<file path="config.mk">
export PLATFORM = sky130hd
export DESIGN_NAME = tx_frame_ctrl
export DESIGN_NICKNAME = d
export VERILOG_FILES = /design/src/rtl/tx_frame_pkg.sv /design/src/rtl/crc8_serial.sv /design/src/rtl/tx_frame_ctrl.sv
export SDC_FILE = /design/constraint.sdc
export NUM_CORES = 1
export LEC_CHECK = 0
export BUFFER_PORTS_ARGS = -buffer_cell sky130_fd_sc_hd__buf_2
export CAP_MARGIN = 10
export CORE_UTILIZATION = 63
export CTS_CLUSTER_SIZE = 28
export DETAILED_ROUTE_END_ITERATION = 10
export PLACE_DENSITY = 0.85
export SLEW_MARGIN = 20
export SYNTH_ARGS = -nofsm -noshare
export SYNTH_HDL_FRONTEND = slang
export SYNTH_SLANG_ARGS = --single-unit
</file>
<file path="constraint.sdc">
create_clock -name clk -period 3 [get_ports clk]
set_input_delay 0.3 -clock clk [delete_from_list [all_inputs] [get_ports clk]]
set_output_delay 0.3 -clock clk [all_outputs]
set_load 0.02 [all_outputs]
</file>
<file path="src/rtl/tx_frame_pkg.sv">
// tx_frame_pkg: shared state encoding, framing constants and CRC-8 step
// for the transmit frame scheduler.
package tx_frame_pkg;

    typedef enum logic [2:0] {
        ST_IDLE,
        ST_PRE,
        ST_SYNC,
        ST_HDR,
        ST_PAY,
        ST_CRC,
        ST_TAIL,
        ST_GAP
    } tx_state_t;

    localparam int unsigned BYTE_W    = 8;
    localparam int unsigned SEQ_W     = 7;
    localparam logic [7:0]  PREAMBLE  = 8'hAA;
    localparam logic [7:0]  SYNC_WORD = 8'h2D;
    localparam logic [7:0]  CRC_POLY  = 8'h07;

    // One MSB-first CRC-8 step: shift in a single data bit.
    function automatic logic [7:0] crc8_step(input logic [7:0] crc, input logic din);
        logic fb;
        fb = crc[7] ^ din;
        return {crc[6:0], 1'b0} ^ (fb ? CRC_POLY : 8'h00);
    endfunction

endpackage

</file>
<file path="src/rtl/crc8_serial.sv">
// crc8_serial: bit-serial CRC-8 (poly 0x07, init 0x00), one bit per en.
module crc8_serial
    import tx_frame_pkg::*;
(
    input  logic       clk,
    input  logic       reset,
    input  logic       clr,
    input  logic       en,
    input  logic       din,
    output logic [7:0] crc
);

    // Accumulate one bit per enable; clr restarts the checksum for a new frame.
    always_ff @(posedge clk) begin
        if (!reset) begin
            crc <= '0;
        end else if (clr) begin
            crc <= '0;
        end else if (en) begin
            crc <= crc8_step(crc, din);
        end
    end

endmodule

</file>
<file path="src/rtl/tx_frame_ctrl.sv">
// tx_frame_ctrl: round-robin frame scheduler feeding the encoder chain.
// Frame: preamble, sync, header {src id, seq}, payload, [CRC], tail, gap.
// Optional feature macro: TX_FRAME_CRC_EN appends CRC-8 over header+payload.
module tx_frame_ctrl
    import tx_frame_pkg::*;
#(
    parameter int unsigned PAYLOAD_BYTES = 4,
    parameter int unsigned TAIL_BITS     = 2,
    parameter int unsigned GAP_BITS      = 4
) (
    input  logic       clk,
    input  logic       reset,
    input  logic       bit_en,
    input  logic       src0_valid,
    input  logic [7:0] src0_data,
    output logic       src0_ready,
    input  logic       src1_valid,
    input  logic [7:0] src1_data,
    output logic       src1_ready,
    output logic       data_send,
    output logic       valid_send,
    output logic [1:0] grant,
    output logic       busy,
    output logic       frame_done,
    output logic       underrun
);

    localparam logic [3:0] PAY_LAST = 4'(PAYLOAD_BYTES - 1);
    localparam logic [7:0] TAIL_N   = 8'(TAIL_BITS);
    localparam logic [7:0] GAP_N    = 8'(GAP_BITS);

    tx_state_t  state;
    tx_state_t  load_state;
    logic [7:0] shreg;
    logic [2:0] bit_cnt;
    logic [3:0] byte_cnt;
    logic [7:0] slot_cnt;
    logic [6:0] seq;
    logic       last_src;
    logic       req_any;
    logic       pick_src;
    logic       sel_valid;
    logic [7:0] sel_data;
    logic [7:0] pay_byte;
    logic       load_en;
    logic       pay_start;
    logic       to_tail;
    logic [7:0] load_byte;

    assign req_any   = src0_valid | src1_valid;
    assign pick_src  = (src0_valid & src1_valid) ? ~last_src : src1_valid;
    assign sel_valid = grant[1] ? src1_valid : src0_valid;
    assign sel_data  = grant[1] ? src1_data : src0_data;
    assign pay_byte  = sel_valid ? sel_data : 8'h00;

    assign src0_ready = reset & pay_start & grant[0] & src0_valid;
    assign src1_ready = reset & pay_start & grant[1] & src1_valid;

`ifdef TX_FRAME_CRC_EN
    logic [7:0] crc_val;
    logic       crc_clr;
    logic       crc_feed;
    logic       tx_bit;

    assign tx_bit   = load_en ? load_byte[7] : shreg[7];
    assign crc_clr  = bit_en & (state == ST_IDLE) & req_any;
    assign crc_feed = bit_en & ((load_en & (load_state == ST_HDR || load_state == ST_PAY)) |
                                (!load_en & (state == ST_HDR || state == ST_PAY)));

    crc8_serial u_crc (
        .clk   (clk),
        .reset (reset),
        .clr   (crc_clr),
        .en    (crc_feed),
        .din   (tx_bit),
        .crc   (crc_val)
    );
`endif

    // Byte-boundary decode: which byte is loaded next, or whether the tail starts.
    always_comb begin
        load_en    = 1'b0;
        pay_start  = 1'b0;
        to_tail    = 1'b0;
        load_byte  = '0;
        load_state = state;
        if (bit_en && bit_cnt == 3'd0) begin
            case (state)
                ST_PRE: begin
                    load_en    = 1'b1;
                    load_byte  = SYNC_WORD;
                    load_state = ST_SYNC;
                end
                ST_SYNC: begin
                    load_en    = 1'b1;
                    load_byte  = {grant[1], seq};
                    load_state = ST_HDR;
                end
                ST_HDR: begin
                    pay_start  = 1'b1;
                    load_en    = 1'b1;
                    load_byte  = pay_byte;
                    load_state = ST_PAY;
                end
                ST_PAY: begin
                    if (byte_cnt != PAY_LAST) begin
                        pay_start  = 1'b1;
                        load_en    = 1'b1;
                        load_byte  = pay_byte;
                        load_state = ST_PAY;
                    end else begin
`ifdef TX_FRAME_CRC_EN
                        load_en    = 1'b1;
                        load_byte  = crc_val;
                        load_state = ST_CRC;
`else
                        to_tail    = 1'b1;
`endif
                    end
                end
                ST_CRC:  to_tail = 1'b1;
                default: ;
            endcase
        end
    end

    // Frame sequencer: every register advances only on bit_en; pulses self-clear.
    always_ff @(posedge clk) begin
        if (!reset) begin
            state      <= ST_IDLE;
            shreg      <= '0;
            bit_cnt    <= '0;
            byte_cnt   <= '0;
            slot_cnt   <= '0;
            seq        <= '0;
            last_src   <= 1'b1;
            grant      <= '0;
            busy       <= 1'b0;
            data_send  <= 1'b0;
            valid_send <= 1'b0;
            frame_done <= 1'b0;
            underrun   <= 1'b0;
        end else begin
            frame_done <= 1'b0;
            underrun   <= 1'b0;
            if (bit_en) begin
                case (state)
                    ST_IDLE: begin
                        if (req_any) begin
                            grant      <= pick_src ? 2'b10 : 2'b01;
                            last_src   <= pick_src;
                            busy       <= 1'b1;
                            valid_send <= 1'b1;
                            data_send  <= PREAMBLE[7];
                            shreg      <= {PREAMBLE[6:0], 1'b0};
                            bit_cnt    <= 3'd1;
                            state      <= ST_PRE;
                        end
                    end
                    ST_PRE, ST_SYNC, ST_HDR, ST_PAY, ST_CRC: begin
                        if (load_en) begin
                            data_send <= load_byte[7];
                            shreg     <= {load_byte[6:0], 1'b0};
                            bit_cnt   <= 3'd1;
                            state     <= load_state;
                            if (pay_start) begin
                                byte_cnt <= (state == ST_HDR) ? 4'd0 : byte_cnt + 4'd1;
                                if (!sel_valid) underrun <= 1'b1;
                            end
                        end else if (to_tail) begin
                            data_send <= 1'b0;
                            slot_cnt  <= 8'd1;
                            state     <= ST_TAIL;
                            if (TAIL_N == 8'd1) begin
                                frame_done <= 1'b1;
                                seq        <= seq + 7'd1;
                            end
                        end else begin
                            data_send <= shreg[7];
                            shreg     <= {shreg[6:0], 1'b0};
                            bit_cnt   <= bit_cnt + 3'd1;
                        end
                    end
                    ST_TAIL: begin
                        data_send <= 1'b0;
                        if (slot_cnt == TAIL_N) begin
                            // First gap slot is consumed here so the gap spans exactly GAP_BITS slots.
                            valid_send <= 1'b0;
                            slot_cnt   <= 8'd1;
                            if (GAP_N <= 8'd1) begin
                                state <= ST_IDLE;
                                busy  <= 1'b0;
                                grant <= '0;
                            end else begin
                                state <= ST_GAP;
                            end
                        end else begin
                            slot_cnt <= slot_cnt + 8'd1;
                            if (slot_cnt + 8'd1 == TAIL_N) begin
                                frame_done <= 1'b1;
                                seq        <= seq + 7'd1;
                            end
                        end
                    end
                    ST_GAP: begin
                        if (slot_cnt + 8'd1 == GAP_N) begin
                            state <= ST_IDLE;
                            busy  <= 1'b0;
                            grant <= '0;
                        end else begin
                            slot_cnt <= slot_cnt + 8'd1;
                        end
                    end
                    default: state <= ST_IDLE;
                endcase
            end
        end
    end

endmodule
</file>
# After elaboration in Yosys (flattened, before gate mapping)
# Cells that the tools add are included.
# totals
ff_bits	41
in_bits	21
wordCells	123
# op_classes
n_addsub	4
eq_ne	22
muxes	51
bitwise	12
reduce_logical	21
# op_table
cell	n
$mux W8	11
$pmux W8 S4	1
$mux W3	9
$pmux W3 S4	2
$pmux W8 S3	1
$reduce_and A4 Y1	5
$eq A8 B2 Y1 const B	2
$pmux W8 S2	1
$mux W1	14
$eq A3 B3 Y1 const B	4
$ne A2 B2 Y1 const B	6
$pmux W1 S2	5
$reduce_and A5 Y1	2
$ne A3 B3 Y1 const B	3
$add A8 B1 Y8 const B	1
$eq A8 B3 Y1 const B	1
$reduce_and A8 Y1	1
$add A7 B1 Y7 const B	1
$and A1 B1 Y1	6
$eq A3 B2 Y1 const B	2
$logic_not A3 Y1	2
$mux W2	3
$ne A6 B6 Y1 const B	1
$pmux W3 S2	1
other kinds (17)	25

# Depth between registers and ports, before layout
# Gate-level depths: netlist of the first run.
# logic_depth
word_depth	7
depth_mapped	9
depth_no_buf	7

# Least setup slack after synthesis of the first run
# Ideal clock, no wire load.
# synth_timing
path_kind	register to register
startpoint	register slot_cnt[0]
endpoint	register seq[2]
arrival_ns	1.909
required_time_ns	2.930
slack_ns	1.020
stages_incl_launch_ff	8
n_path_buf	0
path_cell_list	dfxtp_1 -> inv_1 -> ha_1 -> nor4b_4 -> a211o_1 -> or2_1 -> or4_1 -> a21oi_1
# synth_via
elab_chain_cells	3
# synth_rtl
item	line	source
start: declaration	tx_frame_ctrl.sv:37	logic [7:0] slot_cnt;
start signal: assignment	tx_frame_ctrl.sv:198	slot_cnt <= slot_cnt + 8'd1;
start signal: assignment	tx_frame_ctrl.sv:211	slot_cnt <= slot_cnt + 8'd1;
$add A8 B1 Y8 or $eq A8 B2 Y1 (tied branches)	tx_frame_ctrl.sv:199, tx_frame_ctrl.sv:186	
$eq A8 B2 Y1 or $not A1 Y1 (tied branches)	-	
$reduce_and A4 Y1 (no source line) (*)	-	
end signal: assignment	tx_frame_ctrl.sv:176	seq <= seq + 7'd1;
end signal: assignment	tx_frame_ctrl.sv:201	seq <= seq + 7'd1;
end: declaration	tx_frame_ctrl.sv:38	logic [6:0] seq;
# Every way passes the cells marked *; elsewhere a longest branch is shown, timed or not.
# A chain may end at the register's enable or synchronous reset.

# Worst setup path after layout of the first run
# layout_timing
startpoint	register state[2]
endpoint	output src1_ready
# layout_via
elab_chain_cells	6
# layout_rtl
item	line	source
start: declaration	tx_frame_ctrl.sv:32	tx_state_t state;
start signal: assignment	tx_frame_ctrl.sv:165	state <= load_state;
$eq A3 B3 Y1 or $eq A3 B2 Y1 (tied branches)	tx_frame_ctrl.sv:88	case (state)
$pmux W1 S2 (*)	tx_frame_ctrl.sv:88	
$mux W1 (*)	tx_frame_ctrl.sv:87	if (bit_en && bit_cnt == 3'd0) begin
$and A1 B1 Y1 (*) (3 in a row)	tx_frame_ctrl.sv:57	assign src1_ready = reset & pay_start & grant[1] & src1_valid;
end: declaration	tx_frame_ctrl.sv:19	output logic src1_ready,
# Marked as above.

==> results.yml, run 1 <==
logic_synthesis:
  ys.flop_type: "dfxtp_1"
  ys_seq_area_share_pct: 30.9
  synthDominantCellAreaShare_pct: 30.9
  synth_mux_area_share_pct: 5.84
  synth_fa_ha_area_share_pct: 3.38
  netlist_top_cells_area: "dfxtp_1 (31%), mux2i_1 (5.4%), a21oi_1 (5.2%)"
  syn-num-nets: 354
  synth_compound_area_share_pct: 24.0
  synth.avg_cell_area_sq_um: 7.95
  synth_top_family_by_area: "simple AND/OR/NAND/NOR gates"
  synth_xor_area_share_pct: 1.35
  ys_warn_count: 0
  ys_types: 62
  synth_edf_count: 0
  synth-seq-cells: 40
  netlist_instances: 326
  synth_top_cell_by_area: "dfxtp_1"
  async_flop_share_pct: 0
  syn_area_sq_um: 2590
  synthSimpleGateAreaFrac_pct: 28.6
grt:
  track_usage_pct: 29.2
  grt_pass1_wl_mm: 9.83
  antenna_found_initial: 0
  grt-ovfl-total: 0
  grt_pass1_vias: 2182
  grt_max_degree: 33
route:
  vias: 2550
  wl_per_cell_microns: 15.4
  postRouteWirelength_mm: 6.00
  remaining_drc_errors: 0
  via_per_inst: 6.54
  antenna_left: 0
  drt-initial-drc-count: 212
  first_pass_iters: 5
timing:
  setup_violations: 0
  slew_headroom_pct: 47.4
  tightestPinTransition_ns: 0.767
  min_period_ns: 2.77
  max_freq_ghz: 0.361
  period_share_pct: 92.4
  hold_slack_ns: 0.367
  slew_viol_final: 0
  finClkSkew_ns: 0.0136
  setup_tns_ns: 0
  rsz0062_at_grt: "no"
  hold_viol: 0
  timing.final.ws_setup_ns: 0.229
cells_and_area:
  diodes: 0
  final_cell_mix: "dfxtp_1 (40), nand2_1 (32), buf_2 (29)"
  final_common_cell: "dfxtp_1"
  area_growth_pct: 7.87
  layout.cells.non_filler: 390
  nFillCells: 311
  drive_above_1_share_pct: 15.5
  nets: 369
pwr:
  seqPwrFrac_pct: 48.3
  swShare_pct: 33.2
  cellLeakagePower_nw: 0.989
  internal-power_mw: 0.821
  switchingPower_mw: 0.408
  p_clk_share_pct: 29.6
  p_comb_share_pct: 22.1
  vdd_ir_drop_max_v: 0.000283
  powerDensity_nw_per_um2: 440
clock_tree:
  clkTransAtPathRegs_ns: 0.09
  htreeDepth: 2
  cts_tree: "done"
  cts_made_buffers: 5
  postCtsSetupBuffers: 0
  cts.sinks: 40
  root_buffer: "clkbuf_8"
  worstSkewPairLatency_ns: 0.31
  clockBufferDepth: 2
  cts-resized-gates: 0
  hold_buffers: 0
die:
  initial_core_util_pct: 68.2
  die_y_microns: 66.1
  boundaryPins: 30
  design.core.area_sq_um: 3800
  die_area_sq_um: 4370
  fp-row-count: 22
  die_w_microns: 66.1
critical_path:
  critical_path_class: "flop to output pin"
  cp.required_ns: 2.70
  setup.worst_path.end_class: "output pin"
  worstSetupStartpointType: "flop"
  crit_arrival_ns: 2.47
  cp_max_fo: 22
flow_run:
  maxCapViolCount: 0
placed_design:
  hpwl_mm: 4.10
  dpl.cell_count: 382
  place.port_buffers: 29
  place.gp.congestion: 0.898
  pre_cts_slack_ns: 0.591
hold_path:
  holdCritPathClass: "input pin to flop"
status:
  outcome: "finished, final reports clean"
==> cell families (layout without fill, tap and decap cells) <==
group | count (synthesis) | in the layout
flops | 40 | 40
mux | 15 | 15
fa+ha+maj | 7 | 7
buf+inv | 35 | 51
simple gates | 131 | 131
compound gates | 94 | 94
xor+xnor | 4 | 4
==> layer usage <==
layer	global-route usage, %	up-vias	routed length, microns
met2	48.1	99	2750
li1	-	1250	-
met5	0	-	0
met1	38.8	1194	2790
met4	9.84	0	82
met3	4.14	7	380
==> synth_stat cells (2+ instances only) <==
| library cell | n |
|---|---|
| inv_1 | 11 |
| o21ai_0 | 24 |
| o32ai_1 | 4 |
| a21bo_2 | 2 |
| dfxtp_1 | 40 |
| nor3_1 | 14 |
| o22ai_1 | 3 |
| a41oi_1 | 2 |
| a221o_1 | 2 |
| nor3_2 | 2 |
| nor4_1 | 3 |
| buf_4 | 4 |
| nor3b_1 | 2 |
| mux2i_1 | 14 |
| nand2b_1 | 8 |
| a21oi_1 | 27 |
| clkbuf_1 | 14 |
| nand2_1 | 32 |
| nor2_1 | 13 |
| o31ai_1 | 3 |
| or3_1 | 5 |
| a2111oi_0 | 2 |
| o21a_1 | 3 |
| nand3_1 | 14 |
| nand4_1 | 7 |
| nor2b_1 | 4 |
| and4_1 | 3 |
| buf_2 | 5 |
| a31oi_1 | 8 |
| xnor2_1 | 3 |
| ha_1 | 7 |
| and2_1 | 3 |
| nand3b_1 | 4 |
| or4_1 | 6 |
==> cell type report <==
cell class	instances	area, sq um	area share, %
flip-flops and latches	40	801	28.6
clock inverters	3	18.8	0.671
repair buffers	32	168	6.00
multi-input cells	251	1640	58.6
well taps	48	60.1	2.15
clock buffers	5	68.8	2.46
inverters	11	41.3	1.48
==> flip-flops by register name (all words and copies together) (netlist names), 2 cells and up <==
register,cells
byte_cnt,4
grant,2
state,3
shreg,7
bit_cnt,3
seq,7
slot_cnt,8
==> path summary, 6_finish.rpt <==
kind	from	endpoint	slack [ns]	cells past startpoint
worst max-delay path	state[2]$_SDFFE_PN0P_	src1_ready	0.23	6
worst min-delay path	src1_valid	grant[1]$_SDFFE_PN0P_	0.37	3
worst max register to register	state[2]$_SDFFE_PN0P_	bit_cnt[2]$_SDFFE_PN0P_	0.64	5
worst min register to register	shreg[1]$_SDFFE_PN0P_	shreg[1]$_SDFFE_PN0P_	0.47	2
==> worst max-delay path: stages, from the launching register on <==
cell and delay, ns:
dfxtp_1 0.76, inv_1 0.21, o31a_1 0.49, nor2_1 0.25
nand2_1 0.15, nor2_1 0.14, buf_2 0.17
==> per-stage QoR <==
step / util (%) / area, sq um / power (mW)
detailed placement: 71.3 / 2710 / 0.873
floorplan: - / 2590 / 0.809
global route: 73.6 / 2800 / 1.29
global placement: 71.3 / 2710 / 0.865
finish: 73.6 / 2800 / 1.23
CTS: 73.6 / 2800 / 1.23
==> power by group through the flow <==
stage / Combinational, mW / Clock, mW / Sequential (mW)
finish: 0.272 / 0.363 / 0.594
global route: 0.299 / 0.390 / 0.599
CTS: 0.268 / 0.370 / 0.592
detailed placement: 0.268 / 0 / 0.605
global placement: 0.262 / 0 / 0.603
floorplan: 0.211 / 0 / 0.598
Note: power is estimated with default switching activity, not from simulation.
==> run 2: changes to the inputs <==
--- a/config.mk
+++ b/config.mk
@@ -7,10 +7,10 @@
 export LEC_CHECK = 0
 export BUFFER_PORTS_ARGS = -buffer_cell sky130_fd_sc_hd__buf_2
 export CAP_MARGIN = 10
-export CORE_UTILIZATION = 63
+export CORE_UTILIZATION = 31
 export CTS_CLUSTER_SIZE = 28
 export DETAILED_ROUTE_END_ITERATION = 10
-export PLACE_DENSITY = 0.85
+export RECOVER_POWER = 25
 export SLEW_MARGIN = 20
 export SYNTH_ARGS = -nofsm -noshare
 export SYNTH_HDL_FRONTEND = slang
==> run 2 against run 1 <==
Compared with the run above:
- clock skew shrank 0.0065 ns
- setup slack worse by 0.0023 ns
- die area grew 100%
- via count is 3.5% lower
- clock-buffer cell count increased by 1
- hold slack improved by 0.0042 ns
- wire length rose by 7.5%
- register-to-register slack lost 0.18 ns
- sequential share of layout area fell by 0.43 points
- critical path type unchanged
- largest cell class unchanged
- largest power group unchanged
==> results.yml, run 2 (same netlist as run 1, synthesis figures left out) <==
die:
  boundaryPins: 30
  die_area_sq_um: 8730
  die_w_microns: 93.4
  die_y_microns: 93.4
  fp-row-count: 32
  initial_core_util_pct: 32.9
  design.core.area_sq_um: 7890
cells_and_area:
  diodes: 0
  largest_reg_flops: 8
  area_growth_pct: 9.51
  drive_above_1_share_pct: 12.9
  nFillCells: 823
  final_cell_area_sq_um: 2840
  final_common_cell: "dfxtp_1"
  regMostFlops: "slot_cnt"
  nets: 369
  reg_top3: "slot_cnt (8), seq (7), shreg (7)"
  final_cell_mix: "dfxtp_1 (40), nand2_1 (32), a21oi_1 (27)"
critical_path:
  worstSetupStartpointType: "flop"
  crit_family: "flip-flops"
  cp_cell_sequence: "inv_1 > o31a_1 > nor2_1 > nand2_1 > nor2_1 > buf_2"
  r2r_slack_ns: 0.46
  cp_max_fo: 22
  setup.worst_path.end_class: "output pin"
  r2r_start: "state[1]$_SDFFE_PN0P_"
  cpPeakStageDelay_ns: 0.74
  r2r_end: "shreg[3]$_SDFFE_PN0P_"
  path_buf_inv: 2
  cp.required_ns: 2.70
  crit_top_cell: "nor2_1"
  crit_arrival_ns: 2.47
  critical_path_class: "flop to output pin"
  crit_cells: 6
  cp_slowest_cell: "dfxtp_1"
  r2r_cells: 5
grt:
  grt-ovfl-total: 0
  grt_util_met2_pct: 24.8
  grt_util_met3_pct: 2.76
  grt_max_degree: 33
  grt_pass1_wl_mm: 11.0
  busiest_layer: "met2"
  grt_use_met1_pct: 22.1
  track_usage_pct: 15.9
  antenna_found_initial: 0
  grt_pass1_vias: 2297
clock_tree:
  hold_buffers: 0
  cts.sinks: 40
  cts-resized-gates: 0
  postCtsSetupBuffers: 0
  clkTransAtPathRegs_ns: 0.08
  clockBufferDepth: 2
  cts_made_buffers: 5
  cts_tree: "done"
  root_buffer: "clkbuf_8"
  htreeDepth: 2
  worstSkewPairLatency_ns: 0.30
timing:
  slew_viol_final: 0
  slew_headroom_pct: 41.3
  rsz0062_at_grt: "no"
  setup_tns_ns: 0
  tightestPinTransition_ns: 0.881
  period_share_pct: 92.4
  finClkSkew_ns: 0.00713
  max_freq_ghz: 0.361
  min_period_ns: 2.77
  hold_viol: 0
  setup_violations: 0
flow_run:
  maxCapViolCount: 0
route:
  drt-initial-drc-count: 175
  postRouteWirelength_mm: 6.46
  vias: 2460
  first_pass_iters: 4
  antenna_left: 0
  remaining_drc_errors: 0
  via_per_inst: 5.54
  wl_per_cell_microns: 14.5
hold_path:
  min_path_cells: 3
  min_from: "bit_en"
  hold_end: "underrun$_SDFF_PN0_"
  holdCritPathClass: "input pin to flop"
placed_design:
  place.gp.congestion: 0.803
  hpwl_mm: 4.51
  placed_area_sq_um: 2780
  place.port_buffers: 29
pwr:
  cellLeakagePower_nw: 0.962
  vdd_ir_drop_max_v: 0.000153
  powerDensity_nw_per_um2: 438
status:
  outcome: "finished, final reports clean"
-- run 2: power breakdown --
group / switching (mW) / internal (mW) / leakage, nW
combinational: 0.174 / 0.0944 / 0.585
sequential: 0.0342 / 0.559 / 0.325
clock: 0.197 / 0.184 / 0.0510
-- run 2: metrics by stage --
step	util, %	hold slack (ns)	power, mW	std cells	setup WS (ns)
6_report	36.0	0.371	1.24	444	0.227
3_3_place_gp	35.2	0.455	0.876	436	0.666
4_1_cts	36.4	0.381	1.26	444	0.231
2_1_floorplan	-	0.436	0.809	326	1.02
5_1_grt	36.0	0.396	1.32	444	0.0492
3_5_place_dp	35.2	0.463	0.880	436	0.573
-- run 2: how the worst max path moves through the flow --
stage                                  start                  end  slack (ns)
global route           state[2]$_SDFFE_PN0P_           src1_ready        0.05
detailed placement     state[2]$_SDFFE_PN0P_           src0_ready        0.57
floorplan           slot_cnt[0]$_SDFFE_PN0P_  seq[2]$_SDFFE_PN0P_        1.02
global placement       state[2]$_SDFFE_PN0P_           src0_ready        0.67
finish                 state[2]$_SDFFE_PN0P_           src1_ready        0.23
CTS                    state[2]$_SDFFE_PN0P_           src0_ready        0.23
-- run 2: layout make-up --
type / instances / area [sq um] / share of cell area [%]
clock buffer: 6 / 82.6 / 2.91
tap: 102 / 128 / 4.50
multi-input combinational: 251 / 1620 / 57.1
timing repair buffer: 32 / 156 / 5.51
clock inverter: 2 / 10.0 / 0.353
sequential: 40 / 801 / 28.2
inverter: 11 / 41.3 / 1.46
-- run 2: worst register-to-register path, delay by kind of cell, from the launching register on --
family             cells  cell delay [ns]
and+or+nand+nor        3             1.10
DFF                    1             0.50
AOI/OAI and AO/OA      2             0.86
-- run 2: per-layer routing --
layer,wire length (microns),vias to the layer above,part of all wire (%)
met5,0,-,0
li1,-,1240,-
met1,3200,1149,50
met2,2870,65,44
met3,311,6,4.8
met4,74,0,1.1
